<file path="config.mk">
export PLATFORM = sky130hd
export DESIGN_NAME = pipeline_ctrl
export DESIGN_NICKNAME = d
export VERILOG_FILES = /design/src/rtl/pipeline_ctrl.sv
export SDC_FILE = /design/constraint.sdc
export NUM_CORES = 1
export LEC_CHECK = 0
export ABC_AREA = 0
export CAP_MARGIN = 0
export CELL_PAD_IN_SITES_DETAIL_PLACEMENT = 0
export CELL_PAD_IN_SITES_GLOBAL_PLACEMENT = 1
export CORE_MARGIN = 4
export CORE_UTILIZATION = 32
export DETAILED_ROUTE_END_ITERATION = 7
export GPL_TIMING_DRIVEN = 1
export PLACE_DENSITY_LB_ADDON = 0.05
export SYNTH_ARGS = -nofsm -noshare
export SYNTH_HDL_FRONTEND = slang
export SYNTH_SLANG_ARGS = --single-unit
export TNS_END_PERCENT = 50
</file>
<file path="constraint.sdc">
create_clock -name clock -period 2.25 [get_ports clock]
set_input_delay 0.225 -clock clock [delete_from_list [all_inputs] [get_ports clock]]
set_output_delay 0.225 -clock clock [all_outputs]
set_load 0.01 [all_outputs]
</file>
<file path="src/rtl/pipeline_ctrl.sv">
// Pipeline stall/flush sequencer: merges ID/EX/MEM stall requests, times multi-cycle
// EX operations, turns a committed exception into a one-cycle flush and watches MEM waits.
module pipeline_ctrl #(
  parameter int CNT_WIDTH   = 6,
  parameter int MEM_TIMEOUT = 255,
  parameter int PC_WIDTH    = 32
) (
  input  logic                 clock,
  input  logic                 reset,
  input  logic                 id_stall_req,
  input  logic                 ex_op_start,
  input  logic [CNT_WIDTH-1:0] ex_op_cycles,
  input  logic                 mem_stall_req,
  input  logic                 exc_valid,
  input  logic [PC_WIDTH-1:0]  exc_handler_addr,
  output logic [5:0]           stall,
  output logic                 flush,
  output logic [PC_WIDTH-1:0]  flush_pc,
  output logic                 ex_op_done,
  output logic                 mem_timeout
);

  localparam int WCNT_WIDTH = $clog2(MEM_TIMEOUT + 1);
  localparam logic [WCNT_WIDTH-1:0] WCNT_MAX = WCNT_WIDTH'(MEM_TIMEOUT);
  localparam logic [WCNT_WIDTH-1:0] WCNT_ARM = WCNT_WIDTH'(MEM_TIMEOUT - 1);
  localparam logic [CNT_WIDTH-1:0]  CNT_ONE  = CNT_WIDTH'(1);

  localparam logic [5:0] STALL_ID  = 6'b000111;
  localparam logic [5:0] STALL_EX  = 6'b001111;
  localparam logic [5:0] STALL_MEM = 6'b011111;

  typedef enum logic [1:0] {
    RUN     = 2'd0,
    EX_BUSY = 2'd1,
    FLUSH   = 2'd2
  } state_t;

  state_t                state_q;
  logic [CNT_WIDTH-1:0]  cnt_q;
  logic [WCNT_WIDTH-1:0] wcnt_q;
  logic                  flush_q;
  logic [PC_WIDTH-1:0]   flush_pc_q;
  logic                  done_q;
  logic                  timeout_q;
  logic                  ex_req;

  // A zero-length op never holds the pipe; it only produces a done pulse.
  always_comb begin
    ex_req = ((state_q == RUN) && ex_op_start && (ex_op_cycles != '0))
             || (state_q == EX_BUSY);
    stall  = 6'b000000;
    if (state_q != FLUSH) begin
      if (mem_stall_req)     stall = STALL_MEM;
      else if (ex_req)       stall = STALL_EX;
      else if (id_stall_req) stall = STALL_ID;
    end
  end

  always_ff @(posedge clock) begin
    if (reset) begin
      state_q    <= RUN;
      cnt_q      <= '0;
      wcnt_q     <= '0;
      flush_q    <= 1'b0;
      flush_pc_q <= '0;
      done_q     <= 1'b0;
      timeout_q  <= 1'b0;
    end else begin
      flush_q   <= 1'b0;
      done_q    <= 1'b0;
      timeout_q <= 1'b0;

      // Fires only on the step into saturation, so a long wait yields one pulse.
      if ((state_q == FLUSH) || !mem_stall_req) begin
        wcnt_q <= '0;
      end else if (wcnt_q != WCNT_MAX) begin
        wcnt_q <= wcnt_q + WCNT_WIDTH'(1);
        if (wcnt_q == WCNT_ARM) timeout_q <= 1'b1;
      end

      if (exc_valid && (state_q != FLUSH)) begin
        state_q    <= FLUSH;
        flush_q    <= 1'b1;
        flush_pc_q <= exc_handler_addr;
        cnt_q      <= '0;
      end else begin
        case (state_q)
          RUN: begin
            if (ex_op_start) begin
              // N stall cycles: the start cycle plus N-1 cycles in EX_BUSY.
              if (ex_op_cycles > CNT_ONE) begin
                state_q <= EX_BUSY;
                cnt_q   <= ex_op_cycles - CNT_ONE;
              end else begin
                done_q <= 1'b1;
              end
            end
          end
          EX_BUSY: begin
            if (cnt_q <= CNT_ONE) begin
              state_q <= RUN;
              cnt_q   <= '0;
              done_q  <= 1'b1;
            end else begin
              cnt_q <= cnt_q - CNT_ONE;
            end
          end
          default: state_q <= RUN;
        endcase
      end
    end
  end

  assign flush       = flush_q;
  assign flush_pc    = flush_pc_q;
  assign ex_op_done  = done_q;
  assign mem_timeout = timeout_q;

endmodule

</file>
==> results of run 1 <==
[where the power goes]
| group | internal (µW) | switching (µW) |
|---|---|---|
| sequential | 951 | 33.1 |
| clock | 280 | 297 |
| combinational | 225 | 150 |
[worst max-delay path: cells and delay by family]
kind	cells	cell delay, ns
AOI/OAI and AO/OA	2	0.25
buffers and inverters	2	0.91
and+or+nand+nor	1	0.55
[per-stage QoR]
stage	cell area (µm²)	hold WS (ns)	worst slack (ns)	total power, µW
floorplan	2106	0.2974	0.5825	1168
global placement	3069	0.4607	-0.1266	1387
detailed placement	3069	0.4639	-0.1368	1385
CTS	3169	0.4906	0.07140	1977
global route	3169	0.4977	0.01840	2046
finish	3169	0.4857	0.08845	1937
[layout make-up]
cell class / count / area (µm²) / share of cell area
clock buffer: 7 / 96.34 / 0.03040
timing repair buffer: 93 / 914.6 / 0.2886
inverter: 9 / 33.78 / 0.01066
multi-input combinational: 136 / 999.7 / 0.3154
tap: 77 / 96.34 / 0.03040
sequential: 51 / 1021 / 0.3221
clock inverter: 1 / 7.507 / 0.002369
[cells by family after synthesis]
logic type / Yosys count / synth area share
AO/OA/AOI/OAI: 68 / 0.2555
AND/OR/NAND/NOR: 52 / 0.1384
flip-flops: 51 / 0.4848
buffers and inverters: 21 / 0.04337
adder cells (fa/ha/maj): 7 / 0.04159
XOR/XNOR: 6 / 0.02496
multiplexers: 2 / 0.009507
other: 1 / 0.001781
[per-layer routing]
metal,global-route usage,vias to the layer above,share of wire
met4,0.04060,0,0.012
met1,0.1701,830,0.48
met5,0,-,0
met3,0.07558,6,0.13
met2,0.1882,68,0.38
li1,-,946,-
[flip-flops by register name, indices dropped and copies added, names as in the netlist]
name / cells
state_q: 2
mem_timeout: 1
flush_pc: 32
wcnt_q: 8
cnt_q: 6
ex_op_done: 1
flush: 1
[cell usage after synthesis, drive strengths merged]
cell type   n  share of area
nand4b      1         0.0042
a211oi      3          0.011
and3        2         0.0059
dfxtp      51           0.48
nor3b       4          0.014
nor2       11          0.020
nor3        4         0.0095
xor2        1         0.0042
o311a       1         0.0048
o2bb2ai     1         0.0042
nand2b      4          0.012
nand4       1         0.0030
o31ai       2         0.0071
o211a       1         0.0048
inv         9          0.016
or4         5          0.020
nand3       5          0.012
clkbuf      8          0.014
nor2b       3         0.0089
nand2       6          0.011
o21ai      10          0.024
ha          7          0.042
xnor2       5          0.021
a31oi       2         0.0059
buf         4          0.013
a21oi       4         0.0095
conb        1         0.0018
a22o       32           0.13
a21o        4          0.014
a32o        2         0.0095
o21a        1         0.0036
o21ba       1         0.0048
nor4        2         0.0059
and2        2         0.0071
o31a        1         0.0083
mux2i       2         0.0095
o221ai      1         0.0042
a22oi       2         0.0071
or3         2         0.0059
[worst paths after layout]
| path | depth (start not counted) | start | slack (ns) | endpoint |
|---|---|---|---|---|
| worst max-delay path | 5 | ex_op_cycles[2] | 0.09 | stall[3] |
| worst min-delay path | 1 | flush_pc[0] | 0.49 | flush_pc[0] |
| worst max register to register | 4 | cnt_q[4] | 0.49 | cnt_q[3] |
| worst min register to register | 1 | flush_pc[0] | 0.49 | flush_pc[0] |
==> impl_results.md, run 1 <==
- Seq/Total Area, Yosys: 0.4848
- Worst stage delay on the critical path: 0.55 ns
- Core area: 6386 µm²
- Final Util: 0.4963
- CP Max Fanout: 2
- Mean Syn Cell Area: 10.12 µm²
- Largest net degree at the start of global routing: 34
- CP arrival: 1.94 ns
- Max clock buf depth: 2
- # fillers: 632
- Die footprint: 7942 µm²
- Worst path slowest cell: or4_4
- CP endpoint kind: primary output
- Setup CP Type: in2out
- Vias in the first global route: 1,840
- Commonest non-fill, non-tap cell in the layout: clkdlybuf4s50_1
- Antenna violations before repair: 0
- Vias: 1,850
- Gpl congestion: 0.7775
- Min Tclk post-route: 2.162 ns
- DRT Wirelength: 5024 µm
- # setup viols final: 0
- Vias/cell: 4.947
- Number of hold buffers added after CTS: 0
- # IOs: 85
- Initial Util: 0.3297
- H-tree depth: 2
- Wire length per cell: 13.43 µm
- DRT antenna net count: 0
- CTS tree: yes
- DRC viols: 0
- Die Height: 89.12 µm
- Global-route wire length before repair: 8286 µm
- Grt ovf: 0
- Post-CTS Setup Inserts: 0
- Die X: 89.12 µm
- Syn Inst Count: 208
- Maxcap violations: 0
- Final Skew: 0.008945 ns
- DP Cell Count: 366
- Number of distinct library cells after synthesis: 42
- Core Rows: 29
- YS warnings: 0
- Root Driver: clkbuf_8
- Post-cts sizing count: 4
- Total track usage: 0.1325
- Commonest non-fill, non-tap cells in the layout: clkdlybuf4s50_1, dfxtp_1, a22o_1
- Fin Setup TNS: 0 ns
- Worst VDD drop: 368.2 µV
- Top cell by count, worst path: clkdlybuf4s50_1
- DR pass1 iterations: 4
- Layout Area Growth over Synthesis: 50.51%
- Clk_lat worst skew: 0.30 ns
- Final nets: 347
- Pleak: 0.001229 µW
- Post-synth net total: 259
- Synth Register Bits: 51
- Final Hold Fails: 0
- Slew Limit Fails: 0
- Min-delay worst type: reg2reg
- Non-filler cells, final: 374
- RSZ-0062 raised after global routing: no
- Status: finished clean
- Worst setup SP type: input port
- PwrDens: 611.1 nW/µm²
- Syn Std Cell Area: 2106 µm²
- I/O Buffers: 83
- Final HPWL DP: 3708 µm
- Layout cells sized above 1: 0.08081
- Period utilisation layout: 0.9607
- Clock slew at reported path FFs: 0.09 ns
- Required time of the critical path: 2.03 ns
- CP Cell Sequence: clkdlybuf4s50_1 -> or4_4 -> o21ai_1 -> a22oi_1 -> clkdlybuf4s50_1
- TritonCTS buffer count: 5
- Max Freq: 0.4626 GHz
- DR iter-0 viols: 37
- CTS Sinks: 51
- Ant diodes: 0
Note: power is estimated with default switching activity, not from simulation.
==> run 2: changes to the inputs <==
- CORE_UTILIZATION: 32 -> 28
- clock period: 2.25 -> 1.8 ns (I/O delays scaled with it)
==> run 2 against run 1 <==
Against the previous run: final cell count grew 9.1%; critical path type is now reg2out; global-route usage shrank 1.2 points; non-clock buffer count grew 12; via count grew 2.5%; register-to-register slack lost 0.35 ns.
==> impl_results.md, run 2 (same netlist as run 1, synthesis figures left out) <==
- Required time of the critical path: 1.62 ns (-0.41 ns)
- Worst setup SP type: flop
- Clock slew at reported path FFs: 0.10 ns (about the same)
- Period utilisation layout: 0.9512
- # setup viols final: 0 (unchanged)
- Max FFs per register: 32 (unchanged)
- Number of hold buffers added after CTS: 0 (unchanged)
- Min Tclk post-route: 1.712 ns
- DRT antenna net count: 0 (unchanged)
- Clk_lat worst skew: 0.30 ns (about the same)
- Hold WS: 0.4612 ns (-0.02457 ns)
- Grt ovf: 0 (unchanged)
- CTS tree: yes
- Pleak: 0.001313 µW (+6.8%)
- I/O Buffers: 83 (unchanged)
- Fin Setup TNS: 0 ns (unchanged)
- Final Hold Fails: 0 (unchanged)
- Vias/cell: 4.647 (-6.1%)
- Dpl cell area: 3207 µm² (+4.5%)
- Die X: 94.72 µm (+6.3%)
- Die Height: 94.72 µm (+6.3%)
- Total track usage: 0.1208 (-0.01174)
- DR pass1 iterations: 4 (unchanged)
- Core Rows: 31 (+6.9%)
- CP arrival: 1.53 ns (-0.41 ns)
- Max Freq: 0.5840 GHz
- CTS Sinks: 51 (unchanged)
- TritonCTS buffer count: 5 (unchanged)
- Largest net degree at the start of global routing: 34 (unchanged)
- Gpl congestion: 0.7775 (unchanged)
- Final HPWL DP: 3941 µm (+6.3%)
- DRC viols: 0 (unchanged)
- RSZ-0062 raised after global routing: yes
- DRT Wirelength: 5355 µm (+6.6%)
- H-tree depth: 2 (unchanged)
- Commonest non-fill, non-tap cell in the layout: clkdlybuf4s50_1
- Status: finished clean
- Antenna violations before repair: 0 (unchanged)
- Worst VDD drop: 352.5 µV (-4.3%)
- Ant diodes: 0 (unchanged)
- Non-filler cells, final: 408 (+9.1%)
- Vias: 1,896 (+2.5%)
- Slew Limit Fails: 0 (unchanged)
- Maxcap violations: 0 (unchanged)
- Final nets: 359 (+3.5%)
- CP endpoint kind: primary output
- # IOs: 85 (unchanged)
- Root Driver: clkbuf_8
- CP Max Fanout: 5 (+3)
- Min-delay worst type: in2reg
- PwrDens: 764.0 nW/µm² (+25%)
- Commonest non-fill, non-tap cells in the layout: clkdlybuf4s50_1, dfxtp_1, a22o_1
- Layout Area Growth over Synthesis: 57.75%
- Global-route wire length before repair: 8666 µm (+4.6%)
- Layout cells sized above 1: 0.1392 (+0.05835)
- Die footprint: 8972 µm² (+13%)
- Initial Util: 0.2888 (-0.04096)
- Core area: 7292 µm² (+14%)
- Final Skew: 0.01352 ns (+0.004571 ns)
- Vias in the first global route: 1,874 (+1.8%)
- DR iter-0 viols: 66 (+78%)
- Wire length per cell: 13.13 µm (-2.3%)
- Setup CP Type: reg2out
- Post-route cell area: 3322 µm² (+4.8%)
- Max clock buf depth: 2 (unchanged)
- DP Cell Count: 400 (+9.3%)
==> run 2: through the flow <==
| stage | worst slack (ns) | power [µW] | util |
|---|---|---|---|
| 4_1_cts | 0.008512 | 2580 | 0.4533 |
| 3_3_place_gp | -0.4866 | 1769 | 0.4398 |
| 3_5_place_dp | -0.4770 | 1764 | 0.4398 |
| 5_1_grt | -0.005515 | 2677 | 0.4556 |
| 6_report | 0.08781 | 2538 | 0.4556 |
| 2_1_floorplan | 0.2225 | 1460 | - |
==> run 2: area by class of cell <==
class | instances | area [µm²]
clock buffer | 5 | 68.82
clock inverter | 3 | 46.29
fill | 731 | 3970
inverter | 9 | 33.78
multi-input combinational | 136 | 1023
sequential | 51 | 1022
tap | 99 | 123.9
timing repair buffer | 105 | 1003
==> run 2: timing repair <==
item                                   4_1_cts  5_1_grt
endpoints found under the hold margin        0        0
setup buffers                                0        0
setup endpoints to repair                    7        8
pin swaps                                    3        4
gates resized for setup                     19        5
==> run 2: final timing paths <==
check / startpoint / to / slack, ns / depth (start not counted)
setup / recovery: state_q[0] / stall[4] / 0.09 / 3
hold / removal: exc_handler_addr[26] / flush_pc[26] / 0.46 / 2
setup reg to reg: cnt_q[1] / cnt_q[5] / 0.14 / 6
hold reg to reg: flush_pc[26] / flush_pc[26] / 0.48 / 1
==> run 2: report_power, final <==
group | switching [µW] | leakage (µW) | internal [µW]
combinational | 204 | 0.000840 | 302
sequential | 36.9 | 0.000418 | 1190
clock | 387 | 0.0000548 | 419
==> run 2: layer usage <==
layer | routed length [µm] | track usage
met5 | 0 | 0
met4 | 56 | 0.03245
met3 | 537 | 0.05259
met2 | 2246 | 0.1891
met1 | 2514 | 0.1515
==> run 2: worst max-delay path, cell delays in order, from the launching register on <==
cell             delay (ns)
dfxtp_1                0.38
nand2b_4               0.18
and2_1                 0.15
clkdlybuf4s50_1        0.54
